### config.mk
export PLATFORM = sky130hd
export DESIGN_NAME = mac_array
export DESIGN_NICKNAME = d
export VERILOG_FILES = /design/src/rtl/mac_array.sv
export SDC_FILE = /design/constraint.sdc
export NUM_CORES = 1
export LEC_CHECK = 0
export ABC_AREA = 1
export CORE_MARGIN = 2
export CORE_UTILIZATION = 50
export CTS_CLUSTER_SIZE = 25
export DETAILED_ROUTE_END_ITERATION = 8
export PLACE_DENSITY = 0.72
export SLEW_MARGIN = 20
export SYNTH_ARGS = -nofsm -noshare
export SYNTH_HDL_FRONTEND = slang
export SYNTH_SLANG_ARGS = --single-unit
### constraint.sdc
create_clock -name clk -period 2 [get_ports clk]
set_input_delay 0.4 -clock clk [delete_from_list [all_inputs] [get_ports clk]]
set_output_delay 0.4 -clock clk [all_outputs]
set_load 0.05 [all_outputs]
### src/rtl/mac_array.sv
// -----------------------------------------------------------------------------
// mac_array
//   Four-lane multiply-accumulate array. A computation has four groups, and each
//   group has four valid beats. On every beat the shared input element x_in is
//   multiplied by one coefficient per lane (stage 1). The products are then
//   accumulated (stage 2). After the fourth beat of a group, each lane's dot
//   product is published on result1..4 and arithmetic_finish pulses. After the
//   fourth group, all_done pulses and the array returns to IDLE.
//
// Handshake: in_valid is a one-beat qualifier and needs no ready. A beat is
//   accepted on any rising edge where in_valid=1 and either the array is in RUN
//   or start is high in the same cycle. There is no back-pressure.
//
// Ports
//   clk, reset_n        clock, asynchronous active-low reset
//   start               clear counters/accumulators and enter RUN
//   in_valid            qualifies x_in / coef_in
//   x_in [XW]           element shared by all lanes
//   coef_in [4*CW]      lane k coefficient at [CW*k +: CW]
//   result1..4 [RW]     lane 0..3 dot product of the last completed group
//   arithmetic_finish   one-cycle pulse when result1..4 update
//   group_idx [2]       group currently accumulating
//   busy                high while in RUN
//   all_done            one-cycle pulse alongside the group-3 finish
//   fsm_state           debug view of the FSM state (0=IDLE, 1=RUN)
// -----------------------------------------------------------------------------
module mac_array #(
  parameter int XW = 8,
  parameter int CW = 7,
  parameter int RW = 18
) (
  input  logic            clk,
  input  logic            reset_n,
  input  logic            start,
  input  logic            in_valid,
  input  logic [XW-1:0]   x_in,
  input  logic [4*CW-1:0] coef_in,
  output logic [RW-1:0]   result1,
  output logic [RW-1:0]   result2,
  output logic [RW-1:0]   result3,
  output logic [RW-1:0]   result4,
  output logic            arithmetic_finish,
  output logic [1:0]      group_idx,
  output logic            busy,
  output logic            all_done,
  output logic            fsm_state
);

  localparam int PW = XW + CW;

  typedef enum logic {IDLE = 1'b0, RUN = 1'b1} state_t;

  state_t          state_q, state_d;
  logic [PW-1:0]   prod_q [4];
  logic [RW-1:0]   acc_q  [4];
  logic [RW-1:0]   res_q  [4];
  logic            p_valid_q;
  logic [1:0]      beat_cnt_q;
  logic [1:0]      group_q;
  logic            finish_q;
  logic            all_done_q;

  logic            take_beat;
  logic            group_done;

  // A beat is accepted while running, or together with start as beat 0 of
  // the new computation.
  assign take_beat  = in_valid && (start || (state_q == RUN));

  // Completion of a group. start overrides it, so that edge produces no
  // finish pulse.
  assign group_done = (state_q == RUN) && p_valid_q && (beat_cnt_q == 2'd3) && !start;

  // FSM next-state logic
  always_comb begin
    state_d = state_q;
    case (state_q)
      IDLE: if (start) state_d = RUN;
      RUN:  if (!start && group_done && (group_q == 2'd3)) state_d = IDLE;
      default: state_d = IDLE;
    endcase
  end

  always_ff @(posedge clk or negedge reset_n) begin
    if (!reset_n) state_q <= IDLE;
    else          state_q <= state_d;
  end

  // Stage 1: per-lane product register
  always_ff @(posedge clk or negedge reset_n) begin
    if (!reset_n) begin
      p_valid_q <= 1'b0;
      for (int k = 0; k < 4; k++) prod_q[k] <= '0;
    end else begin
      p_valid_q <= take_beat;
      if (take_beat) begin
        for (int k = 0; k < 4; k++)
          prod_q[k] <= PW'(x_in) * PW'(coef_in[CW*k +: CW]);
      end
    end
  end

  // Stage 2: accumulate, count beats, publish results
  always_ff @(posedge clk or negedge reset_n) begin
    if (!reset_n) begin
      beat_cnt_q <= '0;
      group_q    <= '0;
      finish_q   <= 1'b0;
      all_done_q <= 1'b0;
      for (int k = 0; k < 4; k++) begin
        acc_q[k] <= '0;
        res_q[k] <= '0;
      end
    end else begin
      finish_q   <= 1'b0;
      all_done_q <= 1'b0;
      if (start) begin
        // Discard any partial group. The published results stay untouched.
        beat_cnt_q <= '0;
        group_q    <= '0;
        for (int k = 0; k < 4; k++) acc_q[k] <= '0;
      end else if ((state_q == RUN) && p_valid_q) begin
        if (beat_cnt_q == 2'd3) begin
          beat_cnt_q <= '0;
          group_q    <= group_q + 2'd1;
          finish_q   <= 1'b1;
          all_done_q <= (group_q == 2'd3);
          for (int k = 0; k < 4; k++) begin
            res_q[k] <= acc_q[k] + RW'(prod_q[k]);
            acc_q[k] <= '0;
          end
        end else begin
          beat_cnt_q <= beat_cnt_q + 2'd1;
          for (int k = 0; k < 4; k++) acc_q[k] <= acc_q[k] + RW'(prod_q[k]);
        end
      end
    end
  end

  assign result1           = res_q[0];
  assign result2           = res_q[1];
  assign result3           = res_q[2];
  assign result4           = res_q[3];
  assign arithmetic_finish = finish_q;
  assign all_done          = all_done_q;
  assign group_idx         = group_q;
  assign busy              = (state_q == RUN);
  assign fsm_state         = state_q;

endmodule

==> metrics <==
Post-Place Cell Area=~22,000 µm²; vias in the first global route=17,200; Worst setup SP type=input pin; CP required=between 2000 and 2500 ps; Crit Path Class=in2reg; Nets=roughly 3,300; RSZ-0062 raised after global routing=yes; Reg clk slew, reported paths=70 ps; post-synthesis adder-cell area fraction=about a quarter; Max FO, Critical Path=5; Post-synth top flop=dfrtp_1; Via density=5.05; deepest clock path buffer count=3; drt wl/cell=roughly 15 µm; All-Layer GR Usage=around a quarter; share of layout cells above drive strength 1=between 20% and 30%; crit path max-delay cell type=fa_1; via count=between 15,000 and 20,000; Setup WS pre-CTS=-2410 ps; CTS tree=built; Sw Pwr=roughly 0.013 W; area of the core=roughly 38,000 µm²; # port buffers=117; post-synthesis register bit count=~210; post-route ant nets=0; Sequential Power Share=between 20% and 30%; Pwr Density=1170 nW/µm²; first-pass GRT wire length=around 84,000 µm; Synth cell types=30; Compound-Gate Fraction of Synth Area=5.62%; relative slew slack=roughly two thirds; Post-Syn Nets=2,976; number of synthesized flops with an enable pin=0; outcome=complete, but fails checks; Die H=roughly 200 µm; ys async rst share=100%; fin crit share=179%; crit-path cells=buf_12 > buf_16 > nand2_1 > inv_2 > fa_1 > fa_1 > fa_1 > inv_2 > fa_1 > inv_2 > ha_4 > a21oi_4 > o21a_1 > nand2_2 > buf_4 > xnor2_2 > o21ai_1; final worst slack=-1580 ps; worst-case clock skew=12.8 ps; initial DRC count=~980; sequential share of the synthesized area=27.9%; Die Width=199 µm; Final Util=between 60% and 70%; xor and xnor area share after synthesis=2.26%; IO Count=~120; clk sinks=212; Internal Pwr Total=0.0158 W; met1 GRT Util=a little under two fifths; # rows=between 70 and 80; Syn-to-layout area delta=29.5%; Worst Setup End Kind=flop; Final setup viols=48; Post-Synth Simple-Gate Area=between 20% and 30%; later-pin clock latency in the skew report=between 500 and 600 ps; Residual DRC=0; violated checks=setup timing; Peak Freq=between 200 and 300 MHz; CTS Buf Count=21; Final GP Congestion=0.888; area of the mapped netlist=approximately 19,000 µm²; Crit path largest cell delay=~540 ps; Pins Over Slew Limit=0; combinational share of power=a little over three fifths; H-tree levels=1; DIE AREA=39,600 µm²; Initial Util=about 51%; CP Data Arrival Time=a little under 4000 ps; Post-Synthesis Cells=2,622; switch share=approximately 45%; total wire length=51,200 µm; Design Area, Final=24,600 µm²; met2 GRT Util=41.5%; worst IR drop on VDD=between 0.6 and 0.7 mV; worst slew pin tran=around 530 ps; mux share of post-synthesis cell area=0%; largest family of logic cells by synthesized area=simple AND/OR/NAND/NOR gates; DRT Pass-1 Iters=5; Reg2Reg Setup Slack=approximately 80 ps; fin crit period=about 3600 ps; clock share of power=between 10% and 20%; busiest grt layer=met2; GRT overflow=0; Syn Area/Cell=~7.3 µm²; initial antenna violation count=1; LEAKAGE=14.3 nW; top cell family by delay on the critical path=adder cells; GRT met3 Usage=between 2 and 2.5%; clk root buf=clkbuf_16; max_cap viols=0; Yosys warnings=0; Hold WC Path Type=in2async; Worst Path Buf+Inv=6; largest net degree at the start of global routing=50; Post-DP HPWL=about 38,000 µm; most used cell along the critical path=fa_1; Hold Fails Final Rpt=0
[power groups by stage]
stage,combinational (W),sequential (W),clock (W)
floorplan,0.00957,0.00750,0
global placement,0.0152,0.00649,0
detailed placement,0.0156,0.00651,0
CTS,0.0168,0.00644,0.00427
global route,0.0200,0.00660,0.00444
finish,0.0182,0.00647,0.00418
[metal layers]
metal	vias up	routed length, µm
li1	8631	-
met1	8162	24500
met2	406	23200
met3	86	2300
met4	0	1210
met5	-	0
[synth_stat cells, types with 5 or more instances]
master	number	area, µm²
and2_1	8	50.1
or2_2	8	50.1
buf_2	26	130
buf_1	18	67.6
dfrtp_1	212	5310
clkbuf_2	9	45.0
xor2_1	10	87.6
o21ai_0	86	430
a21oi_1	81	405
o21ai_1	11	55.1
clkbuf_1	37	139
inv_1	445	1670
buf_6	5	56.3
nor3_1	8	40.0
nor2_1	79	297
ha_1	194	2430
nand3_1	197	986
o21a_1	12	90.1
nand2_1	977	3670
fa_1	120	2400
xnor2_1	39	342
nand3b_1	18	135
[registers in the layout (all words and copies together), names as in the netlist, 2 cells and up]
signal	count
acc_q	72
prod_q	60
group_idx	2
beat_cnt_q	2
result4	18
result1	18
result2	18
result3	18
[metrics by stage]
stage	instances	setup TNS [ps]	hold slack (ps)	power (W)
2_1_floorplan	2622	-70940	104	0.0171
3_3_place_gp	3341	-99950	318	0.0217
3_5_place_dp	3341	-102710	321	0.0221
4_1_cts	3405	-56150	369	0.0276
5_1_grt	3420	-63350	397	0.0310
6_report	3421	-58270	374	0.0288
[kinds of logic (layout without fill, tap and decap cells)]
| family | Yosys count | after routing |
|---|---|---|
| adder cells (fa/ha/maj) | 314 | 314 |
| buffers and inverters | 543 | 830 |
| XOR/XNOR | 49 | 49 |
| AND/OR/NAND/NOR | 1301 | 1301 |
| other | 0 | 1 |
| AO/OA/AOI/OAI | 203 | 203 |
| flip-flops | 212 | 212 |
[path summary, 6_finish.rpt]
path                             start           to  cells past startpoint
max in group asynchronous      reset_n  result4[16]                      3
min                            reset_n   result2[1]                      2
max reg2reg                 prod_q[15]   result3[8]                      9
min reg2reg                result3[12]  result3[12]                      2
max                            x_in[1]   prod_q[55]                     17
min in group clk               x_in[0]    prod_q[0]                      5
[area by class of cell]
class | count | area, µm²
fill | 3192 | 12900
clock inverter | 9 | 131
clock buffer | 27 | 588
antenna | 1 | 2.50
sequential | 212 | 5310
timing repair buffer | 347 | 3310
multi-input combinational | 1867 | 13000
inverter | 447 | 1680
tap | 511 | 639
[what timing repair did]
action,4_1_cts,5_1_grt
pin swaps,115,97
setup endpoints to repair,115,95
hold endpoints to repair,35,0
resized for setup,329,151
buffers inserted,28,19
hold buffers,1,0
cloned,3,1
[cells in the final DEF, fill, tap and decap left out, drive strengths merged]
master         instances
o21a                  12
diode                  1
xor2                  10
a31oi                  4
nand2                977
dfrtp                212
dlymetal6s2s           1
nor2                  81
ha                   194
bufinv                 3
buf                  258
clkinv                 3
a22o                   1
dlygate4sd2           69
o22ai                  4
o21bai                 4
or2                    8
xnor2                 39
a21oi                 81
nand3                197
nor3                   8
clkinvlp               3
nand4                  4
fa                   120
o21ai                 97
clkbuf                32
nand3b                18
inv                  447
clkdlybuf4s15          7
dlygate4sd3            1
clkdlybuf4s50          6
and2                   8
Note: power is estimated with default switching activity, not from simulation.
